`config.mk`:
```
export PLATFORM = sky130hd
export DESIGN_NAME = pipe_hazard_ctrl
export DESIGN_NICKNAME = d
export VERILOG_FILES = /design/src/rtl/pipe_hazard_ctrl_pkg.sv /design/src/rtl/pipe_hazard_ctrl.sv
export SDC_FILE = /design/constraint.sdc
export NUM_CORES = 1
export LEC_CHECK = 0
export ABC_CLOCK_PERIOD_IN_PS = 2000
export BUFFER_PORTS_ARGS = -buffer_cell sky130_fd_sc_hd__buf_2
export CAP_MARGIN = 20
export CORE_MARGIN = 2
export CORE_UTILIZATION = 45
export CTS_CLUSTER_SIZE = 24
export DETAILED_ROUTE_END_ITERATION = 16
export PLACE_DENSITY = 0.88
export SETUP_SLACK_MARGIN = 0.4
export SKIP_LAST_GASP = 1
export SLEW_MARGIN = 15
export SYNTH_ARGS = -nofsm -noshare
export SYNTH_HDL_FRONTEND = slang
export SYNTH_SLANG_ARGS = --single-unit
```
`constraint.sdc`:
```
create_clock -name clk -period 2 [get_ports clk]
set_clock_uncertainty 0.2 [all_clocks]
set_input_delay 0.4 -clock clk [delete_from_list [all_inputs] [get_ports clk]]
set_output_delay 0.4 -clock clk [all_outputs]
set_load 0.02 [all_outputs]
```
`src/rtl/pipe_hazard_ctrl_pkg.sv`:
```
// pipe_hazard_ctrl_pkg: shared stall encodings and divider FSM states for the hazard controller
package pipe_hazard_ctrl_pkg;
  localparam int STALL_BUS = 6;
  localparam logic STOP = 1'b1;
  localparam logic NO_STOP = 1'b0;
  localparam logic [STALL_BUS-1:0] STALL_NONE = 6'b000000;
  localparam logic [STALL_BUS-1:0] STALL_LU = 6'b000111;
  localparam logic [STALL_BUS-1:0] STALL_EX = 6'b001111;
  typedef enum logic [1:0] {S_IDLE = 2'd0, S_BUSY = 2'd1, S_DONE = 2'd2} div_state_t;
endpackage

```
`src/rtl/pipe_hazard_ctrl.sv`:
```
// pipe_hazard_ctrl: load-use detection, divider start/busy/done sequencing and stall bus merge
module pipe_hazard_ctrl
  import pipe_hazard_ctrl_pkg::*;
#(
  parameter int STALL_WD = 6,
  parameter int DIV_TIMEOUT = 40
) (
  input  logic                clk,
  input  logic                resetn,
  input  logic [4:0]          id_rs,
  input  logic [4:0]          id_rt,
  input  logic                id_use_rs,
  input  logic                id_use_rt,
  input  logic                ex_is_load,
  input  logic [4:0]          ex_rf_waddr,
  input  logic                stallreq_id,
  input  logic                stallreq_ex,
  input  logic                ex_div_req,
  output logic                div_start,
  input  logic                div_ready,
  input  logic [63:0]         div_res,
  output logic                div_res_valid,
  output logic [63:0]         div_res_q,
  output logic                div_err,
  output logic [STALL_WD-1:0] stall
);
  localparam int CW = $clog2(DIV_TIMEOUT + 1);
  div_state_t state, state_nx;
  logic [CW-1:0] cnt;
  logic lu, timeout, div_stall;
  always_comb begin
    lu = ex_is_load & (ex_rf_waddr != 5'd0) &
         ((id_use_rs & (id_rs == ex_rf_waddr)) | (id_use_rt & (id_rt == ex_rf_waddr)));
    timeout = cnt == CW'(DIV_TIMEOUT);
    state_nx = state == S_IDLE ? (ex_div_req ? S_BUSY : S_IDLE) :
               state == S_BUSY ? ((div_ready | timeout) ? S_DONE : S_BUSY) : S_IDLE;
    // outputs are forced low while reset is held so the stages see no stall during abort
    div_start = resetn & (state == S_IDLE) & ex_div_req;
    div_stall = div_start | (state == S_BUSY) | stallreq_ex;
    div_res_valid = state == S_DONE;
    stall = !resetn ? STALL_WD'(STALL_NONE) :
            div_stall ? STALL_WD'(STALL_EX) :
            (lu | stallreq_id) ? STALL_WD'(STALL_LU) : STALL_WD'(STALL_NONE);
  end
  always_ff @(posedge clk or negedge resetn) begin
    if (!resetn) begin
      state <= S_IDLE;
      cnt <= '0;
      div_res_q <= '0;
      div_err <= 1'b0;
    end else begin
      state <= state_nx;
      if (div_start) begin
        cnt <= '0;
        div_err <= 1'b0;
      end
      if (state == S_BUSY) begin
        cnt <= cnt + 1'b1;
        if (div_ready) div_res_q <= div_res;
        else if (timeout) begin
          div_res_q <= '0;
          div_err <= 1'b1;
        end
      end
    end
  end
endmodule

```
### Word-level counts from Yosys, hierarchy flattened

Cells that the tools add are included.

| word-level totals | value |
|---|---|
| logic and storage cells | 41 |
| output and inout bits | 73 |
| input bits | 88 |
| flip-flop bits (word level) | 73 |

| operators by class | value |
|---|---|
| $add $sub $neg | 1 |
| bitwise logic cells | 11 |
| mux-type cells | 15 |
| equality and inequality tests | 5 |
| reduce and logical (&&, ||, !) cells | 5 |

Operator list:

| operator | number |
|---|---|
| 64-bit 2-to-1 mux | 2 |
| 6-bit 2-to-1 mux | 2 |
| 5-bit equality test | 2 |
| 4-bit 2-to-1 mux | 2 |
| 6-bit by 1-bit adder with 6-bit output, second input constant | 1 |
| 1-bit AND | 6 |
| 6-bit equality test, second input constant | 1 |
| 2-bit 2-to-1 mux | 3 |
| 1-bit 2-to-1 mux | 5 |
| 1-bit OR | 5 |
| 5-bit nonzero test | 1 |
| 2-bit nonzero test | 2 |
| 3-bit 2-to-1 mux | 1 |
| 2-bit by 1-bit equality test with 1-bit output, second input constant | 1 |
| 2-bit equality test, second input constant | 1 |
| 2-bit logical NOT | 1 |
| 2-bit AND reduction | 1 |

### Depth between registers and ports, before layout

Gate-level depths: netlist (run 1).

| logic depth | value |
|---|---|
| depth in word-level cells | 8 |
| gate-level depth with buffers | 7 |
| depth with buffers taken out | 5 |

### Worst setup path before layout (run 1)

OpenSTA, ideal clock, no wires.

| timing path | value |
|---|---|
| kind | input to output |
| start | input ex_rf_waddr[3] |
| end | output stall[1] |
| arrival time | 1.562 ns |
| buffers on the path | 1 |
| cell stages on the path | 5 |
| slack | -0.162 ns |
| cells stage by stage | xor2_1 nor4_1 a32oi_1 o21ai_1 buf_4 |

| on the way | value |
|---|---|
| word-level cells in the longest chain between the ends | 8 |

Ends and longest elaborated chain:

| what | RTL line | text |
|---|---|---|
| start: declaration | pipe_hazard_ctrl.sv:15 | `input logic [4:0] ex_rf_waddr,` |
| 5-bit equality test | pipe_hazard_ctrl.sv:33 | `((id_use_rs & (id_rs == ex_rf_waddr)) \| (id_use_rt & (id_rt == ex_rf_waddr)));` |
| 1-bit AND | pipe_hazard_ctrl.sv:33 |  |
| 1-bit OR | pipe_hazard_ctrl.sv:33 |  |
| 1-bit AND * | pipe_hazard_ctrl.sv:32 | `lu = ex_is_load & (ex_rf_waddr != 5'd0) &` |
| 1-bit OR * | pipe_hazard_ctrl.sv:43 | `(lu \| stallreq_id) ? STALL_WD'(STALL_LU) : STALL_WD'(STALL_NONE);` |
| 3-bit 2-to-1 mux * | pipe_hazard_ctrl.sv:43 |  |
| 4-bit 2-to-1 mux * | pipe_hazard_ctrl.sv:42 | `div_stall ? STALL_WD'(STALL_EX) :` |
| 4-bit 2-to-1 mux * | pipe_hazard_ctrl.sv:41 | `stall = !resetn ? STALL_WD'(STALL_NONE) :` |
| end: declaration | pipe_hazard_ctrl.sv:25 | `output logic [STALL_WD-1:0] stall` |

Mark *: on every way between the ends. The rest lies on a longest branch, timed or not.

### Final worst setup path (run 1)

| timing path | value |
|---|---|
| start | register state[0] |
| end | output stall[0] |

| on the way | value |
|---|---|
| word-level cells in the longest chain between the ends | 7 |

Ends and longest elaborated chain:

| what | RTL line | text |
|---|---|---|
| start: declaration | pipe_hazard_ctrl.sv:28 | `div_state_t state, state_nx;` |
| start signal: assignment | pipe_hazard_ctrl.sv:52 | `state <= state_nx;` |
| 2-bit logical NOT | pipe_hazard_ctrl.sv:38 | `div_start = resetn & (state == S_IDLE) & ex_div_req;` |
| 1-bit AND (2 in a row) | pipe_hazard_ctrl.sv:38 |  |
| 1-bit OR * (2 in a row) | pipe_hazard_ctrl.sv:39 | `div_stall = div_start \| (state == S_BUSY) \| stallreq_ex;` |
| 4-bit 2-to-1 mux * | pipe_hazard_ctrl.sv:42 |  |
| 4-bit 2-to-1 mux * | pipe_hazard_ctrl.sv:41 |  |

Marks and branches as above.

==> results of run 1 <==
[worst reg2reg max path, delay by kind of cell (launching register included)]
kind / cells / cell delay, ps
AO/OA/AOI/OAI: 1 / 210
buffers and inverters: 5 / 630
AND/OR/NAND/NOR: 2 / 330
flip-flops: 1 / 420
[cells in the mapped netlist, types with 3 or more instances]
| library cell | number |
|---|---|
| nand2_1 | 8 |
| buf_6 | 7 |
| dfrtp_1 | 73 |
| a22o_4 | 4 |
| xor2_1 | 8 |
| o21ai_0 | 3 |
| buf_8 | 7 |
| o21ai_1 | 4 |
| a22o_1 | 60 |
| buf_4 | 4 |
| nor2_1 | 4 |
| o31ai_1 | 3 |
[report_power, final]
| group | internal, mW | total, mW | leakage [nW] | switching (mW) |
|---|---|---|---|---|
| combinational | 1.11 | 2.33 | 1.39 | 1.22 |
| sequential | 1.93 | 2.21 | 0.914 | 0.274 |
| clock | 0.766 | 1.30 | 0.115 | 0.530 |
| total | 3.81 | 5.83 | 2.42 | 2.02 |
[how the worst max path moves through the flow]
| stage | cells after the start | slack (ps) | startpoint | endpoint |
|---|---|---|---|---|
| 2_1_floorplan | 4 | -40 | ex_rf_waddr[1] | stall[1] |
| 3_3_place_gp | 5 | -70 | ex_rf_waddr[1] | stall[2] |
| 3_5_place_dp | 7 | -160 | ex_rf_waddr[1] | stall[0] |
| 4_1_cts | 6 | -140 | ex_rf_waddr[3] | stall[0] |
| 5_1_grt | 5 | -230 | state[0] | stall[0] |
| 6_report | 5 | -180 | state[0] | stall[0] |
[registers in the layout, indices dropped and copies added (netlist names)]
register,cells
div_err,1
state,2
div_res_q,64
cnt,6
[layout make-up]
class | instances | area share
sequential | 73 | 0.394
clock buffer | 11 | 0.0326
clock inverter | 5 | 0.0167
tap | 80 | 0.0216
inverter | 4 | 0.00324
multi-input combinational | 122 | 0.230
timing repair buffer | 195 | 0.302
[kinds of logic (layout without fill, tap and decap cells)]
| logic type | Yosys count | in the layout | synth area share |
|---|---|---|---|
| multiplexers | 2 | 2 | 0.00655 |
| flip-flops | 73 | 73 | 0.597 |
| other | 1 | 2 | 0.00123 |
| buffers and inverters | 23 | 215 | 0.0765 |
| AO/OA/AOI/OAI | 78 | 78 | 0.227 |
| XOR/XNOR | 10 | 10 | 0.0286 |
| AND/OR/NAND/NOR | 28 | 28 | 0.0548 |
| adder cells (fa/ha/maj) | 2 | 2 | 0.00818 |
[through the flow]
stage          worst slack [ps]  cells  hold WS [ps]
4_1_cts                    -143    484          58.7
3_3_place_gp              -72.9    444          27.2
3_5_place_dp               -158    444          25.7
6_report                   -185    490          72.5
5_1_grt                    -232    490          62.3
2_1_floorplan             -35.8    218         -95.6
[layer usage]
metal	vias up	GRT usage	wire, microns
met5	-	0	0
met1	1276	0.279	3330
met3	14	0.0429	500
li1	1185	-	-
met2	111	0.385	4310
met4	0	0.0852	159
[what timing repair did]
item	4_1_cts	5_1_grt
hold buffers	1	0
endpoints found under the setup margin	70	72
resized for setup	26	11
gates cloned	7	0
endpoints found under the hold margin	2	0
pin swaps	20	3
setup buffers	16	6
==> load_flow_metrics.sql, run 1 <==
INSERT INTO impl_metrics (metric_group, metric, value, unit) VALUES
('cells_and_area', 'multi_input_area', '0.00107', 'sq mm'),
('status', 'violations', 'negative setup slack', ''),
('yosys', 'synth_area_leaders', 'dfrtp_1 60%, a22o_1 17%, buf_8 3.4%, buf_6 2.6%, a22o_4 2.3%', ''),
('floorplanning', 'die_w', '86.4', 'microns'),
('timing', 'final.setup.worst_slack', '-185', 'ps'),
('floorplanning', 'io-pin-count', '161', ''),
('floorplanning', 'dieHeight', '86.4', 'microns'),
('cells_and_area', 'antenna_cells_inserted', '0', ''),
('cts', 'clock_pin_transition_on_the_worst_setup_and_hold_timing_paths', '80', 'ps'),
('timing', 'worst-slew-pin-transition', '870', 'ps'),
('place', 'hpwlAfterDp', '5050', 'microns'),
('timing', 'timing_max_transition_violations_final', '0', ''),
('yosys', 'synthDistinctLibCells', '36', ''),
('place', 'routabilityCongestion', '0.807', ''),
('worst_hold_path', 'worstHoldStart', 'div_res[42]', ''),
('global_routing', 'vias_in_the_first_global_route', '2651', ''),
('setup_path', 'setup.worst_path.class', 'reg -> out', ''),
('cells_and_area', 'area_growth_syn_to_layout', '51.7', '%'),
('yosys', 'synthesis.yosys.warnings', '0', ''),
('timing', 'final.setup.tns', '-533', 'ps'),
('setup_path', 'capture_instance_of_the_worst_register_to_register_path', 'div_res_q[53]', ''),
('cts', 'tritoncts_clock_tree', 'built', ''),
('setup_path', 'cp.arrival', '1580', 'ps'),
('floorplanning', 'core_area', '0.00668', 'sq mm'),
('setup_path', 'cp_max_fo', '3', ''),
('cells_and_area', 'final_area', '0.00464', 'sq mm'),
('yosys', 'yosys.area.top_type', 'dfrtp_1', ''),
('pwr', 'p_total', '5.83', 'mW'),
('detailed_routing', 'wl_per_cell', '16.9', 'microns'),
('global_routing', 'grt_overflow_total', '0', ''),
('cells_and_area', 'finalNetCount', '495', ''),
('yosys', 'synth_edf_count', '0', ''),
('cells_and_area', 'regArea', '0.00183', 'sq mm'),
('place', 'buffer_ports.inserted', '158', ''),
('detailed_routing', 'drt.antenna.violating_nets', '0', ''),
('yosys', 'postSynthAreaPerCell', '14.1', 'sq um'),
('yosys', 'ys_async_sr_fraction', '1.00', ''),
('global_routing', 'maximum_number_of_pins_on_one_net_before_global_route_repair', '72', ''),
('setup_path', 'r2r.worst_path.cells', '8', ''),
('cells_and_area', 'final_cell_mix', '150 x buf_2, 73 x dfrtp_1, 60 x a22o_1', ''),
('flow_run', 'drv.max_cap_violation_count', '0', ''),
('timing', 'grt_setup_unrepaired', 'true', ''),
('cts', 'clock_sinks', '73', ''),
('setup_path', 'setup.worst_path.start_class', 'register', ''),
('yosys', 'synth_top_flop_cell', 'dfrtp_1', ''),
('timing', 'final.period_utilization', '1.09', ''),
('cts', 'cts.root.buffer_cell', 'clkbuf_8', ''),
('timing', 'clock.fmax', '458', 'MHz'),
('timing', 'setup_viol', '4', ''),
('floorplanning', 'rows', '30', ''),
('yosys', 'netlist_instances', '217', ''),
('setup_path', 'crit_chain', 'or2b_1 > nand2_4 > o31ai_4 > o21ai_2 > buf_2', ''),
('pwr', 'power.ir.vdd_worst', '0.000837', 'V'),
('yosys', 'synthDominantCellAreaShare', '0.597', ''),
('cts', 'clkLatencyLatePin', '340', 'ps'),
('detailed_routing', 'drt_drc_violations_left', '0', ''),
('floorplanning', 'initial_core_utilization', '0.458', ''),
('timing', 'timing.max_slew.rel_slack', '0.420', ''),
('detailed_routing', 'detail_route.first_pass.iterations', '5', ''),
('setup_path', 'critical_path_buf_inv_count', '1', ''),
('detailed_routing', 'post_drt_via_cell_ratio', '5.28', ''),
('place', 'dpl_cell_area', '0.00386', 'sq mm'),
('timing', 'min_period', '2180', 'ps'),
('pwr', 'static-leakage-power', '2.42', 'nW'),
('cells_and_area', 'final.fill_count', '473', ''),
('setup_path', 'timing.critical_path.to_type', 'output port', ''),
('cts', 'clock_tree.htree_level_count', '3', ''),
('status', 'outcome', 'finished, violations left', ''),
('detailed_routing', 'drt_first_iter_violations', '84', ''),
('worst_hold_path', 'min_delay_path_depth', '2', ''),
('global_routing', 'grt_use_total', '0.224', '');
Power figures use the tool's default switching activity.
==> inputs of run 2 (changes only) <==
--- a/config.mk
+++ b/config.mk
@@ -5,17 +5,18 @@
 export SDC_FILE = /design/constraint.sdc
 export NUM_CORES = 1
 export LEC_CHECK = 0
+export ABC_AREA = 1
 export ABC_CLOCK_PERIOD_IN_PS = 2000
 export BUFFER_PORTS_ARGS = -buffer_cell sky130_fd_sc_hd__buf_2
 export CAP_MARGIN = 20
 export CORE_MARGIN = 2
-export CORE_UTILIZATION = 45
+export CORE_UTILIZATION = 47
 export CTS_CLUSTER_SIZE = 24
 export DETAILED_ROUTE_END_ITERATION = 16
 export PLACE_DENSITY = 0.88
 export SETUP_SLACK_MARGIN = 0.4
 export SKIP_LAST_GASP = 1
-export SLEW_MARGIN = 15
+export SLEW_MARGIN = 30
 export SYNTH_ARGS = -nofsm -noshare
 export SYNTH_HDL_FRONTEND = slang
 export SYNTH_SLANG_ARGS = --single-unit
==> run 2 against run 1 <==
  * The run ends with negative hold slack, negative setup slack left
  * Hold slack worse by 130 ps
  * Clock power fell by 12%
  * Highest routed layer unchanged
  * Flip-flop and latch count unchanged
  * Critical path depth grew 8
  * Via count up 38%
  * Register-to-register slack got worse by 190 ps
  * Largest power group unchanged
  * Non-clock buffer count increased by 20
  * Utilization is 4.9 points higher
  * Largest cell class unchanged
  * Die area rose by 11%
  * Sequential share of layout area decreased by 5.7 points
  * Critical endpoint is now state[0]
==> load_flow_metrics.sql, run 2 <==
INSERT INTO impl_metrics (metric_group, metric, value, unit) VALUES
('cts', 'cts.root.buffer_cell', 'clkbuf_8', ''),
('setup_path', 'critPathMaxStageDelay', '400', 'ps'),
('cells_and_area', 'final_cell_mix', '151 x buf_2, 81 x inv_1, 73 x dfrtp_1', ''),
('setup_path', 'worst_ep_required_time', '2020', 'ps'),
('global_routing', 'maximum_number_of_pins_on_one_net_before_global_route_repair', '45', ''),
('worst_hold_path', 'min_path_type', 'in -> async', ''),
('timing', 'fin_hold_ws', '-53.2', 'ps'),
('setup_path', 'critical_path.most_common_cell', 'buf_4', ''),
('timing', 'final.setup.tns', '-247', 'ps'),
('place', 'routabilityCongestion', '0.814', ''),
('cells_and_area', 'post_route_cells_drive_above_1_share', '0.518', ''),
('detailed_routing', 'routed_wirelength', '11400', 'microns'),
('pwr', 'p_total', '7.91', 'mW'),
('yosys', 'ys_async_sr_fraction', '1.00', ''),
('detailed_routing', 'drt.antenna.violating_nets', '0', ''),
('setup_path', 'crit_chain', 'inv_2 > buf_4 > buf_4 > buf_4 > buf_4 > buf_4 > buf_4 > buf_4 > buf_4 > buf_4 > buf_4 > nand3_1 > nand2_1', ''),
('timing', 'hold_violations', '32', ''),
('detailed_routing', 'drt_first_iter_violations', '275', ''),
('floorplanning', 'die_w', '91.2', 'microns'),
('cells_and_area', 'antenna_cells_inserted', '0', ''),
('detailed_routing', 'post_drt_via_cell_ratio', '5.10', ''),
('pwr', 'powerDensity', '1460', 'mW/mm^2'),
('cts', 'clock_tree.htree_level_count', '3', ''),
('cells_and_area', 'area_growth_syn_to_layout', '51.6', '%'),
('global_routing', 'grt_overflow_total', '0', ''),
('cells_and_area', 'final_area', '0.00542', 'sq mm'),
('cells_and_area', 'largest_registers', 'div_res_q (64), cnt (6), state (2)', ''),
('floorplanning', 'initial_core_utilization', '0.490', ''),
('cts', 'tritoncts_clock_tree', 'built', ''),
('yosys', 'synth_edf_count', '0', ''),
('status', 'outcome', 'finished, violations left', ''),
('yosys', 'synthesis.yosys.warnings', '0', ''),
('timing', 'setup_viol', '5', ''),
('setup_path', 'cp_max_fo', '3', ''),
('cells_and_area', 'final_cells', '701', ''),
('setup_path', 'cp.arrival', '2110', 'ps'),
('yosys', 'yosysMostFrequentCell', 'inv_1', ''),
('floorplanning', 'dieHeight', '91.2', 'microns'),
('yosys', 'netlist_area', '0.00357', 'sq mm'),
('place', 'buffer_ports.inserted', '158', ''),
('timing', 'timing_max_transition_violations_final', '0', ''),
('setup_path', 'setup.worst_path.start_class', 'register', ''),
('cells_and_area', 'finalNetCount', '688', ''),
('cts', 'cts_buffers', '9', ''),
('cells_and_area', 'mostFrequentLayoutCell', 'buf_2', ''),
('timing', 'clock.fmax', '477', 'MHz'),
('timing', 'grt_setup_unrepaired', 'true', ''),
('yosys', 'netlist_instances', '396', ''),
('cts', 'clkLatencyLatePin', '330', 'ps'),
('place', 'hpwlAfterDp', '6420', 'microns'),
('place', 'post-place-cells', '639', ''),
('yosys', 'yosys_register_bits', '73', ''),
('floorplanning', 'rows', '31', ''),
('setup_path', 'timing.critical_path.to_type', 'register', ''),
('global_routing', 'grt_first_pass_wirelength', '16900', 'microns'),
('pwr', 'static-leakage-power', '2.90', 'nW'),
('global_routing', 'grt_antenna_before_repair', '0', ''),
('cts', 'clock_sinks', '73', ''),
('timing', 'timing.max_slew.rel_slack', '0.660', ''),
('cells_and_area', 'flip_flop_count_of_the_largest_register_all_copies_and_words_added', '64', ''),
('detailed_routing', 'drt_drc_violations_left', '0', ''),
('place', 'dpl_cell_area', '0.00444', 'sq mm'),
('yosys', 'synth_seq_area_share', '0.511', ''),
('cts', 'clock_pin_transition_on_the_worst_setup_and_hold_timing_paths', '80', 'ps'),
('cts', 'clockBufferDepth', '2', ''),
('detailed_routing', 'count_of_vias_placed_by_the_detailed_router', '3574', ''),
('yosys', 'synthDominantCellAreaShare', '0.511', ''),
('timing', 'min_period', '2090', 'ps'),
('floorplanning', 'floorplan.die_area', '0.00832', 'sq mm'),
('yosys', 'postSynthAreaPerCell', '9.02', 'sq um'),
('timing', 'worst-slew-pin-transition', '510', 'ps'),
('global_routing', 'grt_use_total', '0.257', ''),
('detailed_routing', 'wl_per_cell', '16.2', 'microns'),
('timing', 'final.period_utilization', '1.05', ''),
('yosys', 'netlist_top_cells_count', '90 x inv_1, 73 x dfrtp_1, 73 x nand3_1', ''),
('yosys', 'yosys.area.top_type', 'dfrtp_1', ''),
('yosys', 'synth_top_flop_cell', 'dfrtp_1', ''),
('yosys', 'synthDistinctLibCells', '26', ''),
('floorplanning', 'core_area', '0.00729', 'sq mm'),
('floorplanning', 'io-pin-count', '161', ''),
('detailed_routing', 'detail_route.first_pass.iterations', '4', ''),
('yosys', 'synth_area_leaders', 'dfrtp_1 51%, o21ai_2 12%, nand3_1 10%, inv_1 9.5%, nand2_1 4.1%', ''),
('flow_run', 'drv.max_cap_violation_count', '0', ''),
('cells_and_area', 'registers.top_by_ff_count', 'div_res_q', ''),
('setup_path', 'crit_slowest_cell', 'dfrtp_1', ''),
('setup_path', 'cpLargestDelayFamily', 'buffers and inverters', ''),
('setup_path', 'critical_path_buf_inv_count', '11', ''),
('status', 'violations', 'negative hold slack, negative setup slack', ''),
('setup_path', 'setup.worst_path.class', 'reg -> reg', ''),
('global_routing', 'vias_in_the_first_global_route', '3478', ''),
('timing', 'final.setup.worst_slack', '-95.0', 'ps'),
('pwr', 'power.ir.vdd_worst', '0.000850', 'V');
[run 2: worst reg2reg max path, stage by stage, from the launching register on]
cell	delay [ps]
dfrtp_1	400
inv_2	50
buf_4	120
buf_4	120
buf_4	120
buf_4	120
buf_4	120
buf_4	120
buf_4	130
buf_4	130
buf_4	130
buf_4	120
nand3_1	50
nand2_1	50
[run 2: final timing paths]
check / slack, ps / end / cells after the start / from
worst min-delay path: -50 / cnt[3] / 2 / resetn
worst max-delay path: -90 / state[0] / 13 / state[0]
worst min register to register: 300 / div_err / 2 / div_err
worst max register to register: -90 / state[0] / 13 / state[0]
max in group asynchronous: 790 / div_res_q[25] / 3 / resetn
min in group clk: 110 / div_res_q[5] / 3 / div_res[5]
[run 2: cell families (layout without fill, tap and decap cells)]
kind of cell,after synthesis,count (layout),synth area share
flip-flops,73,73,0.511
AO/OA/AOI/OAI,76,76,0.161
buffers and inverters,116,321,0.154
other,1,2,0.00105
AND/OR/NAND/NOR,128,128,0.165
adder cells (fa/ha/maj),2,2,0.00700
[run 2: routing by layer]
metal | vias to the layer above | share of wire | GRT usage
li1 | 1657 | - | -
met1 | 1709 | 0.37 | 0.307
met2 | 175 | 0.54 | 0.452
met3 | 33 | 0.064 | 0.0440
met4 | 0 | 0.032 | 0.117
met5 | - | 0 | 0
[run 2: metrics by stage]
| stage | utilization | setup WS (ps) | hold WS, ps |
|---|---|---|---|
| 2_1_floorplan | - | 180 | -95.6 |
| 3_3_place_gp | 0.609 | 56.3 | 280 |
| 3_5_place_dp | 0.609 | -5.04 | 281 |
| 4_1_cts | 0.706 | -21.0 | -61.7 |
| 5_1_grt | 0.743 | -140 | -28.4 |
| 6_report | 0.743 | -95.0 | -53.2 |
[run 2: timing repair]
| item | in CTS | in global routing |
|---|---|---|
| pin swaps | 6 | 11 |
| endpoints found under the hold margin | 32 | 32 |
| cloned | 6 | 4 |
| buffers inserted | 31 | 6 |
| setup endpoints to repair | 71 | 75 |
| resized for setup | 35 | 41 |
[run 2: cell type report]
cell class	instances	area, sq um
repair buffers	215	1570
clock buffers	10	138
multi-input cells	208	1340
inverters	91	362
well taps	99	124
flip-flops and latches	73	1830
clock inverters	5	56.3
fillers	504	1870
[run 2: where the power goes]
group	switching, mW	total, mW	internal [mW]
registers	0.384	2.55	2.17
logic	2.43	4.21	1.78
clock network	0.543	1.14	0.602
total	3.36	7.91	4.55
==> inputs of run 3 (changes only) <==
--- a/config.mk
+++ b/config.mk
@@ -5,12 +5,11 @@
 export SDC_FILE = /design/constraint.sdc
 export NUM_CORES = 1
 export LEC_CHECK = 0
-export ABC_AREA = 1
 export ABC_CLOCK_PERIOD_IN_PS = 2000
 export BUFFER_PORTS_ARGS = -buffer_cell sky130_fd_sc_hd__buf_2
 export CAP_MARGIN = 20
 export CORE_MARGIN = 2
-export CORE_UTILIZATION = 47
+export CORE_UTILIZATION = 45
 export CTS_CLUSTER_SIZE = 24
 export DETAILED_ROUTE_END_ITERATION = 16
 export PLACE_DENSITY = 0.88
==> run 3 against run 2 <==
  * The run ends with negative setup slack left
  * Routed wire length down 27%
  * Worst setup slack got worse by 82 ps
  * Hold slack better by 130 ps
  * Final cell count fell by 30%
  * Sequential share of layout area grew 5.6 points
  * Via count down 27%
  * Total power is 26% lower
  * Utilization is 4.8 points lower
  * Sequential power decreased by 13%
  * Cell area is 14% lower
  * Non-clock buffer count decreased by 20
  * First-iteration DRC count is 73% lower
  * Critical endpoint is now stall[0]
==> load_flow_metrics.sql, run 3 (synthesis results as in run 1) <==
INSERT INTO impl_metrics (metric_group, metric, value, unit) VALUES
('place', 'detailedPlace.worstSlack', '-158', 'ps'),
('cts', 'clock_sinks', '73', ''),
('cells_and_area', 'final.fill_count', '473', ''),
('pwr', 'static-leakage-power', '2.43', 'nW'),
('floorplanning', 'dieHeight', '86.4', 'microns'),
('cells_and_area', 'final_cell_mix', '150 x buf_2, 73 x dfrtp_1, 60 x a22o_1', ''),
('detailed_routing', 'wl_per_cell', '16.9', 'microns'),
('timing', 'timing_max_transition_violations_final', '0', ''),
('setup_path', 'rr_startpoint', 'cnt[1]', ''),
('cts', 'cts_buffers', '9', ''),
('cells_and_area', 'flip_flop_count_of_the_largest_register_all_copies_and_words_added', '64', ''),
('global_routing', 'grt_first_pass_wirelength', '12900', 'microns'),
('cts', 'cts.root.buffer_cell', 'clkbuf_8', ''),
('timing', 'setup_viol', '4', ''),
('timing', 'fin_hold_ws', '72.4', 'ps'),
('detailed_routing', 'post_drt_via_cell_ratio', '5.30', ''),
('timing', 'clock.fmax', '459', 'MHz'),
('detailed_routing', 'drt.antenna.violating_nets', '0', ''),
('timing', 'final.setup.worst_slack', '-177', 'ps'),
('status', 'violations', 'negative setup slack', ''),
('global_routing', 'grt_overflow_total', '0', ''),
('cts', 'clock_tree.htree_level_count', '3', ''),
('cts', 'clkLatencyLatePin', '330', 'ps'),
('setup_path', 'cp_max_fo', '3', ''),
('setup_path', 'start_point_of_the_critical_path', 'state[0]', ''),
('detailed_routing', 'routed_wirelength', '8290', 'microns'),
('cells_and_area', 'area_growth_syn_to_layout', '51.8', '%'),
('setup_path', 'capture_instance_of_the_worst_register_to_register_path', 'div_res_q[53]', ''),
('cells_and_area', 'finalNetCount', '495', ''),
('setup_path', 'setup.worst_path.start_class', 'register', ''),
('cells_and_area', 'antenna_cells_inserted', '0', ''),
('global_routing', 'grt_use_total', '0.224', ''),
('place', 'routabilityCongestion', '0.807', ''),
('setup_path', 'setup_slack_of_the_most_critical_reg_to_reg_path', '110', 'ps'),
('cts', 'tritoncts_clock_tree', 'built', ''),
('detailed_routing', 'detail_route.first_pass.iterations', '4', ''),
('cells_and_area', 'registers.top_by_ff_count', 'div_res_q', ''),
('pwr', 'p_total', '5.83', 'mW'),
('cells_and_area', 'largest_registers', 'div_res_q (64), cnt (6), state (2)', ''),
('place', 'hpwlAfterDp', '5050', 'microns'),
('setup_path', 'timing.critical_path.to_type', 'output port', ''),
('timing', 'grt_setup_unrepaired', 'true', ''),
('floorplanning', 'floorplan.die_area', '0.00747', 'sq mm'),
('pwr', 'power.ir.vdd_worst', '0.000837', 'V'),
('detailed_routing', 'drt_first_iter_violations', '73', ''),
('setup_path', 'cp.arrival', '1580', 'ps'),
('cts', 'clock_pin_transition_on_the_worst_setup_and_hold_timing_paths', '70', 'ps'),
('timing', 'worst-slew-pin-transition', '628', 'ps'),
('detailed_routing', 'drt_drc_violations_left', '0', ''),
('place', 'buffer_ports.inserted', '158', ''),
('cells_and_area', 'mostFrequentLayoutCell', 'buf_2', ''),
('flow_run', 'drv.max_cap_violation_count', '0', ''),
('cts', 'clockBufferDepth', '2', ''),
('detailed_routing', 'count_of_vias_placed_by_the_detailed_router', '2598', ''),
('status', 'outcome', 'finished, violations left', ''),
('cells_and_area', 'post_route_cells_drive_above_1_share', '0.563', ''),
('timing', 'hold_violations', '0', ''),
('floorplanning', 'rows', '30', ''),
('setup_path', 'endpoint', 'stall[0]', ''),
('worst_hold_path', 'min_path_type', 'in -> async', ''),
('timing', 'timing.max_slew.rel_slack', '0.581', ''),
('global_routing', 'vias_in_the_first_global_route', '2651', ''),
('pwr', 'powerDensity', '1260', 'mW/mm^2'),
('setup_path', 'r2r.worst_path.cells', '8', ''),
('setup_path', 'setup.worst_path.class', 'reg -> out', ''),
('timing', 'min_period', '2180', 'ps'),
('floorplanning', 'core_area', '0.00668', 'sq mm'),
('floorplanning', 'die_w', '86.4', 'microns'),
('floorplanning', 'io-pin-count', '161', ''),
('floorplanning', 'initial_core_utilization', '0.458', ''),
('timing', 'final.period_utilization', '1.09', ''),
('global_routing', 'maximum_number_of_pins_on_one_net_before_global_route_repair', '72', ''),
('global_routing', 'grt_antenna_before_repair', '0', ''),
('setup_path', 'worst_ep_required_time', '1400', 'ps');
==> run 3: cell count changes in the layout (fill, tap and decap cells not counted), moves of 8 or more <==
cell     before  now
inv_1        81    0
nand3_1      72    2
a22o_1        0   60
o21ai_2      57    1
nand2_1      36    7
buf_4        35   12
xor2_1        0    8
==> run 3: layer usage <==
metal	vias to the layer above	share of wire	global-route usage
li1	1187	-	-
met1	1282	0.40	0.279
met2	115	0.52	0.385
met3	14	0.060	0.0429
met4	0	0.019	0.0852
met5	-	0	0
==> run 3: metrics by stage <==
step	utilization	instances	TNS, ps	instance area, sq um
6_report	0.695	490	-505	4640
4_1_cts	0.681	484	-380	4550
2_1_floorplan	-	218	-71.7	3100
3_5_place_dp	0.578	444	-459	3860
5_1_grt	0.695	490	-728	4640
3_3_place_gp	0.578	444	-219	3860
==> run 3: area by class of cell <==
class                   instances  area [sq um]  area share
clock inverters                 5          77.6      0.0167
repair buffers                195          1400       0.302
multi-input cells             122          1070       0.230
well taps                      80           100      0.0216
inverters                       4          15.0     0.00323
clock buffers                  11           151      0.0326
flip-flops and latches         73          1830       0.394
==> run 3: how the worst min path moves through the flow <==
stage                            from             to  slack (ps)  cells after the start
final                          resetn         cnt[0]          70                      2
after global routing      div_res[16]  div_res_q[16]          60                      2
after CTS                 div_res[42]  div_res_q[42]          60                      2
after detailed placement       resetn       state[0]          30                      1
after global placement         resetn       state[0]          30                      1
after floorplan                resetn         cnt[0]        -100                      0
==> run 3: critical path, cell delays in order (launching register included) <==
cell,delay (ps)
dfrtp_1,430
or2b_1,240
nand2_4,80
o31ai_4,230
o21ai_2,100
buf_2,170
==> run 3: what timing repair did <==
item                                   in CTS  in global routing
setup endpoints to repair                  70                 72
resized for setup                          26                 11
gates cloned                                7                  0
buffers inserted                           16                  6
hold buffers                                1                  0
pin swaps                                  20                  3
endpoints found under the hold margin       2                  0
==> run 3: where the power goes <==
group,switching [mW],internal (mW)
registers,0.274,1.93
logic,1.22,1.11
clock network,0.527,0.766
